===== config.mk =====
export PLATFORM = sky130hd
export DESIGN_NAME = vga_timing_gen_flat
export DESIGN_NICKNAME = d
export VERILOG_FILES = /design/src/rtl/vga_timing_gen_if.sv /design/src/rtl/vga_timing_gen.sv /design/src/flat_wrapper.sv
export SDC_FILE = /design/constraint.sdc
export NUM_CORES = 1
export LEC_CHECK = 0
export BUFFER_PORTS_ARGS = -buffer_cell sky130_fd_sc_hd__buf_4
export CAP_MARGIN = 20
export CORE_AREA = 2 2 71 73
export CTS_CLUSTER_DIAMETER = 100
export DETAILED_ROUTE_END_ITERATION = 8
export DIE_AREA = 0 0 73 75
export PLACE_DENSITY = 0.81
export SLEW_MARGIN = 5
export SYNTH_ARGS = -nofsm -noshare
export SYNTH_HDL_FRONTEND = slang
export SYNTH_SLANG_ARGS = --single-unit

===== constraint.sdc =====
create_clock -name clk -period 6.3 [get_ports clk]
set_input_delay 0.945 -clock clk [delete_from_list [all_inputs] [get_ports clk]]
set_output_delay 0.945 -clock clk [all_outputs]
set_load 0.05 [all_outputs]

===== src/rtl/vga_timing_gen_if.sv =====
// Video timing bundle between the raster generator, the grid-to-pixel translator and the DAC pins.
interface vga_timing_gen_if;
    logic [7:0] rgb_in;
    logic       px_tick;
    logic       px_en;
    logic       frame_start;
    logic [9:0] h_count;
    logic [9:0] v_count;
    logic       hsync;
    logic       vsync;
    logic [7:0] rgb_out;

    modport master (
        input  rgb_in,
        output px_tick, px_en, frame_start, h_count, v_count, hsync, vsync, rgb_out
    );

    modport slave (
        output rgb_in,
        input  px_tick, px_en, frame_start, h_count, v_count, hsync, vsync, rgb_out
    );
endinterface


===== src/rtl/vga_timing_gen.sv =====
// 640x480@60 raster timing from a 2x clock; syncs and blank gate delayed to match translator latency.
// state | meaning
// H_ACT | visible columns          V_ACT | visible lines
// H_FP  | horizontal front porch   V_FP  | vertical front porch
// H_SY  | hsync pulse              V_SY  | vsync pulse
// H_BP  | horizontal back porch    V_BP  | vertical back porch
module vga_timing_gen #(
    parameter int H_VISIBLE   = 640,
    parameter int H_FRONT     = 16,
    parameter int H_SYNC      = 96,
    parameter int H_BACK      = 48,
    parameter int V_VISIBLE   = 480,
    parameter int V_FRONT     = 10,
    parameter int V_SYNC      = 2,
    parameter int V_BACK      = 33,
    parameter int SYNC_ACTIVE = 0,
    parameter int PIPE_DELAY  = 2
) (
    input logic              clk,
    input logic              reset,
    vga_timing_gen_if.master bus
);
    localparam int H_TOTAL = H_VISIBLE + H_FRONT + H_SYNC + H_BACK;
    localparam int V_TOTAL = V_VISIBLE + V_FRONT + V_SYNC + V_BACK;
    localparam logic [9:0] H_LAST     = 10'(H_TOTAL - 1);
    localparam logic [9:0] H_FP_START = 10'(H_VISIBLE);
    localparam logic [9:0] H_SY_START = 10'(H_VISIBLE + H_FRONT);
    localparam logic [9:0] H_BP_START = 10'(H_VISIBLE + H_FRONT + H_SYNC);
    localparam logic [9:0] V_LAST     = 10'(V_TOTAL - 1);
    localparam logic [9:0] V_FP_START = 10'(V_VISIBLE);
    localparam logic [9:0] V_SY_START = 10'(V_VISIBLE + V_FRONT);
    localparam logic [9:0] V_BP_START = 10'(V_VISIBLE + V_FRONT + V_SYNC);
    localparam logic       SYNC_ON    = (SYNC_ACTIVE != 0);
    localparam int         EN_W       = (PIPE_DELAY > 0) ? PIPE_DELAY : 1;

    typedef enum logic [1:0] {H_ACT, H_FP, H_SY, H_BP} h_state_t;
    typedef enum logic [1:0] {V_ACT, V_FP, V_SY, V_BP} v_state_t;

    h_state_t h_state, h_state_nxt;
    v_state_t v_state, v_state_nxt;

    logic                  tog;
    logic                  px_tick;
    logic [9:0]            h_count, h_nxt;
    logic [9:0]            v_count, v_nxt;
    logic                  frame_start, fs_nxt;
    logic                  en_nxt, hs_nxt, vs_nxt;
    logic [EN_W-1:0]       en_pipe;
    logic [PIPE_DELAY:0]   en_pipe_nxt;
    logic [PIPE_DELAY:0]   hs_pipe, vs_pipe;
    logic [7:0]            rgb_out;

    always_ff @(posedge clk or negedge reset) begin
        if (!reset) begin
            tog     <= 1'b0;
            px_tick <= 1'b0;
        end else begin
            tog     <= ~tog;
            px_tick <= tog;
        end
    end

    // Reset parks the counters on the last position so the first tick enters (0,0).
    always_ff @(posedge clk or negedge reset) begin
        if (!reset) begin
            h_state <= H_BP;
            v_state <= V_BP;
        end else if (tog) begin
            h_state <= h_state_nxt;
            v_state <= v_state_nxt;
        end
    end

    always_comb begin
        h_nxt       = h_count;
        v_nxt       = v_count;
        h_state_nxt = h_state;
        v_state_nxt = v_state;
        if (tog) begin
            if (h_count == H_LAST) begin
                h_nxt = '0;
                v_nxt = (v_count == V_LAST) ? 10'd0 : v_count + 10'd1;
            end else begin
                h_nxt = h_count + 10'd1;
            end
            case (h_state)
                H_ACT:   if (h_nxt == H_FP_START) h_state_nxt = H_FP;
                H_FP:    if (h_nxt == H_SY_START) h_state_nxt = H_SY;
                H_SY:    if (h_nxt == H_BP_START) h_state_nxt = H_BP;
                H_BP:    if (h_nxt == 10'd0)      h_state_nxt = H_ACT;
                default: h_state_nxt = H_ACT;
            endcase
            case (v_state)
                V_ACT:   if (v_nxt == V_FP_START) v_state_nxt = V_FP;
                V_FP:    if (v_nxt == V_SY_START) v_state_nxt = V_SY;
                V_SY:    if (v_nxt == V_BP_START) v_state_nxt = V_BP;
                V_BP:    if (v_nxt == 10'd0)      v_state_nxt = V_ACT;
                default: v_state_nxt = V_ACT;
            endcase
        end
    end

    always_comb begin
        en_nxt = (h_state_nxt == H_ACT) && (v_state_nxt == V_ACT);
        hs_nxt = (h_state_nxt == H_SY);
        vs_nxt = (v_state_nxt == V_SY);
        fs_nxt = (h_nxt == 10'd0) && (v_nxt == 10'd0);
        en_pipe_nxt    = '0;
        en_pipe_nxt[0] = en_nxt;
        for (int i = 1; i <= PIPE_DELAY; i++) begin
            en_pipe_nxt[i] = en_pipe[i-1];
        end
    end

    // Stage 0 of each pipe is the undelayed value; stage PIPE_DELAY feeds the pins.
    always_ff @(posedge clk or negedge reset) begin
        if (!reset) begin
            h_count     <= H_LAST;
            v_count     <= V_LAST;
            frame_start <= 1'b0;
            en_pipe     <= '0;
            hs_pipe     <= '0;
            vs_pipe     <= '0;
            rgb_out     <= '0;
        end else if (tog) begin
            h_count     <= h_nxt;
            v_count     <= v_nxt;
            frame_start <= fs_nxt;
            en_pipe     <= en_pipe_nxt[EN_W-1:0];
            hs_pipe[0]  <= hs_nxt;
            vs_pipe[0]  <= vs_nxt;
            for (int i = 1; i <= PIPE_DELAY; i++) begin
                hs_pipe[i] <= hs_pipe[i-1];
                vs_pipe[i] <= vs_pipe[i-1];
            end
            rgb_out     <= en_pipe_nxt[PIPE_DELAY] ? bus.rgb_in : 8'h00;
        end
    end

    assign bus.px_tick     = px_tick;
    assign bus.px_en       = en_pipe[0];
    assign bus.frame_start = frame_start;
    assign bus.h_count     = h_count;
    assign bus.v_count     = v_count;
    assign bus.hsync       = hs_pipe[PIPE_DELAY] ? SYNC_ON : ~SYNC_ON;
    assign bus.vsync       = vs_pipe[PIPE_DELAY] ? SYNC_ON : ~SYNC_ON;
    assign bus.rgb_out     = rgb_out;
endmodule


===== src/flat_wrapper.sv =====
// flat-port wrapper written by rule: the top's interface ports become plain ports
module vga_timing_gen_flat 
#(
    parameter int H_VISIBLE   = 640,
    parameter int H_FRONT     = 16,
    parameter int H_SYNC      = 96,
    parameter int H_BACK      = 48,
    parameter int V_VISIBLE   = 480,
    parameter int V_FRONT     = 10,
    parameter int V_SYNC      = 2,
    parameter int V_BACK      = 33,
    parameter int SYNC_ACTIVE = 0,
    parameter int PIPE_DELAY  = 2
)
  (clk, reset, bus_rgb_in, bus_px_tick, bus_px_en, bus_frame_start, bus_h_count, bus_v_count, bus_hsync, bus_vsync, bus_rgb_out);
  vga_timing_gen_if bus_i ();
  input logic clk;
  input logic reset;
  input wire logic [$bits(bus_i.rgb_in)-1:0] bus_rgb_in;
  output wire logic [$bits(bus_i.px_tick)-1:0] bus_px_tick;
  output wire logic [$bits(bus_i.px_en)-1:0] bus_px_en;
  output wire logic [$bits(bus_i.frame_start)-1:0] bus_frame_start;
  output wire logic [$bits(bus_i.h_count)-1:0] bus_h_count;
  output wire logic [$bits(bus_i.v_count)-1:0] bus_v_count;
  output wire logic [$bits(bus_i.hsync)-1:0] bus_hsync;
  output wire logic [$bits(bus_i.vsync)-1:0] bus_vsync;
  output wire logic [$bits(bus_i.rgb_out)-1:0] bus_rgb_out;
  assign bus_i.rgb_in = bus_rgb_in;
  assign bus_px_tick = bus_i.px_tick;
  assign bus_px_en = bus_i.px_en;
  assign bus_frame_start = bus_i.frame_start;
  assign bus_h_count = bus_i.h_count;
  assign bus_v_count = bus_i.v_count;
  assign bus_hsync = bus_i.hsync;
  assign bus_vsync = bus_i.vsync;
  assign bus_rgb_out = bus_i.rgb_out;
  vga_timing_gen #(.H_VISIBLE(H_VISIBLE), .H_FRONT(H_FRONT), .H_SYNC(H_SYNC), .H_BACK(H_BACK), .V_VISIBLE(V_VISIBLE), .V_FRONT(V_FRONT), .V_SYNC(V_SYNC), .V_BACK(V_BACK), .SYNC_ACTIVE(SYNC_ACTIVE), .PIPE_DELAY(PIPE_DELAY)) u_core (.clk(clk), .reset(reset), .bus(bus_i));
endmodule

==> flow_summary.toml, run 1 <==
[global_route]
overflow = 0
grt_max_degree = 44
grt_pass1_wl_um = 11000
grt_antenna_before_repair = 0
gr-usage-all-layers_pct = 26.2
grt_pass1_vias = 2181

[cells_and_area]
layout.nets = 325
instances_no_fill = 367
diodes = 0
fin_area_um2 = 3070
layout-drive-gt1-share_pct = 25.2
areaGrowthSynthToFinish_pct = 14.0

[clock_tree]
path_clk_slew_ns = 0.08
clkLatencyLatePin_ns = 0.29
cts_made_buffers = 5
cts_root_buffer = "clkbuf_8"
cts_buffer_depth = 2
ctsHoldBuffers = 0
cts_resized = 0
clock-sinks = 43
cts_tree = "done"
post_cts_buffers = 0
h-tree-depth = 2

[synth]
synthFlopType = "dfrtp_1"
yosysTopAreaCell = "dfrtp_1"
ys_types = 67
ys_seq_area_share_pct = 40.6
synth_cells = 281
synth_edf_count = 0
synth_largest_type_area_fraction_pct = 26.9
avgSynthCellArea_um2 = 9.59
synth_nets = 294
yosys_warnings = 0
synth_common_cells = "dfrtp_1 (29), nand2_1 (25), o21ai_0 (19)"
synthTopCellsByArea = "dfrtp_1 (27%), dfstp_2 (14%), o21ai_0 (3.5%), nand2_1 (3.5%), xnor2_1 (3.2%)"
async_flop_share_pct = 100
synth_most_common_cell = "dfrtp_1"
synth-seq-cells = 43
syn-cell-area_um2 = 2700

[setup_path]
cp-start-kind = "flop"
crit_arrival_ns = 3.56
cp-end-kind = "flop"
worst_path_largest_cell_delay_ns = 0.62
crit_buf_inv = 0
crit_start = "u_core.bus.h_count[0]$_DFFE_PN1P_"
r2r_slack_ns = 2.93
path_max_fanout = 10
critical_path_required_ns = 6.49
crit_family = "simple AND/OR/NAND/NOR gates"
r2r_end = "u_core.en_pipe[0]$_DFFE_PN0P_"
r2r-start = "u_core.bus.h_count[0]$_DFFE_PN1P_"
path_depth = 8
reg2reg_depth = 8
crit_chain = "ha_1 > and4_1 > nand3_4 > a221oi_4 > nand2b_1 > nor4b_1 > o311ai_1 > o41ai_1"
crit_type = "flop to flop"
crit_slowest_cell = "dfstp_2"

[floorplanning]
core_um2 = 4660
die-area_um2 = 5480
fp.dieH_um = 75
ios = 43
initial_utilization_pct = 57.8
die_w_um = 73
num_rows = 25

[placed_design]
place.gp.congestion = 0.945
place_area_um2 = 2990
numPortBuffers = 42
dpl.hpwl_um = 4720
dpl.cell_count = 359

[timing]
max_freq_ghz = 0.297
finalSetupViolCount = 0
final_max_slew_viol_count = 0
min_period_ns = 3.37
period_share_pct = 53.5
slew_headroom_pct = 56.8
rsz0062_at_grt = "no"
worst_pin_slew_ns = 0.647
fin_setup_tns_ns = 0
worst_clock_skew_ns = 0.00521
hold_viol = 0

[min_path]
whs_path_depth = 1
whs_endpoint = "u_core.hs_pipe[0]$_DFFE_PN0P_"
holdCritPathClass = "flop to flop"
hp-start = "u_core.hs_pipe[0]$_DFFE_PN0P_"

[outcome]
outcome = "finished, final reports clean"

[route]
vias_per_cell = 6.72
drt_iter0_markers = 246
drc = 0
wl_per_cell_um = 18.3
ant_nets = 0
drt_pass1_iterations = 5
num_vias = 2465
drt-total-wl_um = 6730

[job]
cap_viol_max_count = 0

[power]
p_leak_nw = 1.25
peakVddDrop_uv = 147
powerDensity_nw_per_um2 = 156
where the power goes:
part	internal, mW	switching [mW]
Sequential	0.279	0.00154
Clock	0.0775	0.0946
Combinational	0.00862	0.0169
Total	0.365	0.113
worst max path at each step:
stage	endpoint
after floorplan	u_core.v_state[0]$_DFFE_PN1P_
after global placement	u_core.en_pipe[0]$_DFFE_PN0P_
after detailed placement	u_core.en_pipe[0]$_DFFE_PN0P_
after CTS	u_core.en_pipe[0]$_DFFE_PN0P_
after global routing	u_core.en_pipe[0]$_DFFE_PN0P_
final	u_core.en_pipe[0]$_DFFE_PN0P_
worst register-to-register path, delay by kind of cell (launching register included):
family	cells	cell delay [ns]
flip-flops	1	0.62
AND/OR/NAND/NOR	4	1.32
adder cells (fa/ha/maj)	1	0.32
AO/OA/AOI/OAI	3	1.00
layout make-up:
class	instances	area (um2)
fill	397	1590
multi-input combinational	208	1460
sequential	43	1090
timing repair buffer	43	323
clock buffer	6	72.6
tap	54	67.6
inverter	11	41.3
clock inverter	2	12.5
cell usage in the layout (no fill, tap or decap), drive strengths merged, types with 4 or more instances in the layout:
cell type | netlist | final
nand2 | 25 | 25
xnor2 | 10 | 10
o21ai | 20 | 20
a21oi | 9 | 9
nand4 | 13 | 13
nor2 | 10 | 10
nor3 | 5 | 5
a22o | 8 | 8
nand2b | 4 | 4
dfstp | 14 | 14
and3 | 4 | 4
and4 | 4 | 4
o2bb2ai | 4 | 4
dfrtp | 29 | 29
buf | 10 | 43
or3 | 5 | 5
clkbuf | 9 | 6
a311oi | 4 | 4
inv | 11 | 11
mux2 | 4 | 4
nor4 | 7 | 7
nand3 | 12 | 12
nor4b | 4 | 4
nand3b | 4 | 4
and2 | 5 | 5
kinds of logic (layout without fill, tap and decap cells):
kind of cell	Yosys count	after routing	synth area share [%]
buffers and inverters	30	62	5.15
AND/OR/NAND/NOR	115	115	26.9
adder cells (fa/ha/maj)	3	3	1.39
AO/OA/AOI/OAI	73	73	20.0
flip-flops	43	43	40.6
multiplexers	7	7	2.79
XOR/XNOR	10	10	3.25
metrics by stage:
stage                     util (%)  total power [mW]  worst slack [ns]  hold slack [ns]
after global routing          65.9             0.497              2.67            0.521
after detailed placement      64.1             0.312              2.94            0.475
after global placement        64.1             0.311              3.03            0.461
final                         65.9             0.478              2.93            0.491
after CTS                     65.9             0.481              2.96            0.494
after floorplan                  -             0.297              3.28            0.349
layer usage:
| metal | global-route usage, % | vias to the layer above | wire length [um] |
|---|---|---|---|
| met4 | 6.79 | 0 | 86 |
| met3 | 6.02 | 9 | 430 |
| met1 | 36.3 | 1214 | 2990 |
| met2 | 41.8 | 103 | 3230 |
| met5 | 0 | - | 0 |
| li1 | - | 1139 | - |
flip-flops by register name, indices dropped and copies added (netlist names):
| signal | flops |
|---|---|
| u_core.en_pipe | 2 |
| u_core.vs_pipe | 3 |
| u_core.tog | 1 |
| u_core.bus.rgb_out | 8 |
| u_core.bus.px_tick | 1 |
| u_core.bus.h_count | 10 |
| u_core.h_state | 2 |
| u_core.v_state | 2 |
| u_core.bus.frame_start | 1 |
| u_core.bus.v_count | 10 |
| u_core.hs_pipe | 3 |
No activity file was read; power rests on OpenSTA's default activity.
==> run 2, diff against run 1 <==
--- a/config.mk
+++ b/config.mk
@@ -7,11 +7,11 @@
 export LEC_CHECK = 0
 export BUFFER_PORTS_ARGS = -buffer_cell sky130_fd_sc_hd__buf_4
 export CAP_MARGIN = 20
-export CORE_AREA = 2 2 71 73
+export CORE_AREA = 2 2 76 78
 export CTS_CLUSTER_DIAMETER = 100
 export DETAILED_ROUTE_END_ITERATION = 8
-export DIE_AREA = 0 0 73 75
-export PLACE_DENSITY = 0.81
+export DIE_AREA = 0 0 78 80
+export PLACE_DENSITY = 0.75
 export SLEW_MARGIN = 5
 export SYNTH_ARGS = -nofsm -noshare
 export SYNTH_HDL_FRONTEND = slang
==> constraint.sdc (replaced) <==
create_clock -name clk -period 3.1 [get_ports clk]
set_input_delay 0.465 -clock clk [delete_from_list [all_inputs] [get_ports clk]]
set_output_delay 0.465 -clock clk [all_outputs]
set_load 0.05 [all_outputs]
==> run 2 against run 1 <==
Compared with the run above:
- flip-flop and latch count unchanged
- via count up 2.8%
- design area up 5.7%
- fmax up 13%
- clock skew down 0.0023 ns
- sequential power up 100%
- hold slack worse by 0.35 ns
- final cell count up 9.5%
- total power up 100%
- count of clock-buffer cells in the layout unchanged
- critical endpoint unchanged
- core utilization down 5.8 points
- global-route usage down 1.7 points
==> flow_summary.toml, run 2 (synthesis results as in run 1) <==
[timing]
hold_viol = 0
max_freq_ghz = 0.335
period_share_pct = 96.2
fin_setup_tns_ns = 0
rsz0062_at_grt = "yes"
worst_pin_slew_ns = 0.609
slew_headroom_pct = 59.1
finalSetupViolCount = 0
final_max_slew_viol_count = 0
worst_clock_skew_ns = 0.00293
min_period_ns = 2.98

[cells_and_area]
layout_commonest_cell = "buf_4"
reg_top3 = "u_core.bus.h_count (10), u_core.bus.v_count (10), u_core.bus.rgb_out (8)"
areaGrowthSynthToFinish_pct = 20.5
layout-drive-gt1-share_pct = 30.0
layout.nets = 342
mostFrequentLayoutCells = "buf_4 (60), dfrtp_1 (29), nand2_1 (25), o21ai_0 (19), dfstp_2 (14)"
instances_no_fill = 402
fillers = 480
diodes = 0

[placed_design]
place.gp.congestion = 0.923
dpl.cell_count = 394
numPortBuffers = 42
dpl.hpwl_um = 5140

[clock_tree]
cts_tree = "done"
path_clk_slew_ns = 0.08
clock-sinks = 43
h-tree-depth = 2
cts_buffer_depth = 2
post_cts_buffers = 0
clkLatencyLatePin_ns = 0.30
cts_root_buffer = "clkbuf_8"
cts_made_buffers = 5

[route]
ant_nets = 0
vias_per_cell = 6.30
drt-total-wl_um = 7090
drt_pass1_iterations = 5
drc = 0
drt_iter0_markers = 178
num_vias = 2534
wl_per_cell_um = 17.6

[global_route]
grt_pass1_wl_um = 12100
gr-usage-all-layers_pct = 24.5
grt_pass1_vias = 2479
grt_antenna_before_repair = 0
grt_max_degree = 44
overflow = 0

[setup_path]
crit_chain = "ha_1 > nand4_1 > or4_1 > and4_1 > nor4b_4 > nand2_1 > nor4b_1 > buf_4 > o41ai_1"
crit_slowest_cell = "dfstp_2"
r2r_slack_ns = 0.12
r2r-start = "u_core.bus.h_count[0]$_DFFE_PN1P_"
cp-end-kind = "flop"
path_max_fanout = 9
cp-start-kind = "flop"
crit_arrival_ns = 3.17
r2r_end = "u_core.en_pipe[0]$_DFFE_PN0P_"
worst_path_largest_cell_delay_ns = 0.63
crit_type = "flop to flop"
reg2reg_depth = 9
critical_path_required_ns = 3.29

[floorplanning]
num_rows = 27
initial_utilization_pct = 49.9
die-area_um2 = 6240
core_um2 = 5410
fp.dieH_um = 80
ios = 43
die_w_um = 78

[power]
powerDensity_nw_per_um2 = 300
p_leak_nw = 1.35
peakVddDrop_uv = 208

[job]
cap_viol_max_count = 0

[outcome]
outcome = "finished, final reports clean"

[min_path]
holdCritPathClass = "primary input to async pin"
run 2: where the power goes:
part,internal [mW],leakage (nW),switching [mW]
logic,0.0175,0.790,0.0342
clock network,0.158,0.0412,0.195
registers,0.567,0.518,0.00304
run 2: how the worst max path moves through the flow:
stage | from | slack (ns) | to
2_1_floorplan | u_core.bus.h_count[0]$_DFFE_PN1P_ | 0.08 | u_core.v_state[0]$_DFFE_PN1P_
3_3_place_gp | u_core.bus.h_count[0]$_DFFE_PN1P_ | 0.13 | u_core.en_pipe[0]$_DFFE_PN0P_
3_5_place_dp | u_core.bus.h_count[0]$_DFFE_PN1P_ | 0.07 | u_core.v_state[0]$_DFFE_PN1P_
4_1_cts | u_core.bus.h_count[0]$_DFFE_PN1P_ | 0.02 | u_core.en_pipe[0]$_DFFE_PN0P_
5_1_grt | u_core.bus.h_count[0]$_DFFE_PN1P_ | -0.03 | u_core.en_pipe[0]$_DFFE_PN0P_
6_report | u_core.bus.h_count[0]$_DFFE_PN1P_ | 0.12 | u_core.en_pipe[0]$_DFFE_PN0P_
run 2: through the flow:
step / hold slack, ns / total power, mW / worst slack [ns] / cell area (um2) / utilization (%)
floorplan: 0.169 / 0.603 / 0.0761 / 2700 / -
global placement: 0.460 / 0.632 / 0.130 / 3140 / 58.1
detailed placement: 0.475 / 0.633 / 0.0737 / 3140 / 58.1
CTS: 0.160 / 0.992 / 0.0230 / 3220 / 59.6
global route: 0.184 / 1.01 / -0.0267 / 3250 / 60.1
finish: 0.144 / 0.974 / 0.119 / 3250 / 60.1
run 2: layout make-up:
| cell class | count | area (um2) | area share [%] |
|---|---|---|---|
| Sequential cell | 43 | 1090 | 33.7 |
| Tap cell | 72 | 90.1 | 2.77 |
| Clock buffer | 6 | 72.6 | 2.23 |
| Clock inverter | 2 | 12.5 | 0.385 |
| Multi-Input combinational cell | 208 | 1490 | 45.8 |
| Inverter | 11 | 41.3 | 1.27 |
| Timing Repair Buffer | 60 | 450 | 13.9 |
run 2: routing by layer:
metal | wire [um] | share of wire [%] | GRT usage, % | up-vias
met1 | 2970 | 42 | 32.3 | 1216
met3 | 548 | 7.7 | 4.52 | 17
li1 | - | - | - | 1171
met2 | 3400 | 48 | 40.2 | 130
met4 | 161 | 2.3 | 9.30 | 0
met5 | 0 | 0 | 0 | -
run 2: timing repair:
action,CTS,global route
hold buffers,0,0
endpoints found under the setup margin,0,5
gates resized for setup,0,6
run 2: critical path: cells and delay by family (launching register included):
kind,cells,cell delay [ns]
buffers and inverters,1,0.15
adder cells (fa/ha/maj),1,0.23
AO/OA/AOI/OAI,1,0.36
flip-flops,1,0.63
AND/OR/NAND/NOR,6,1.50
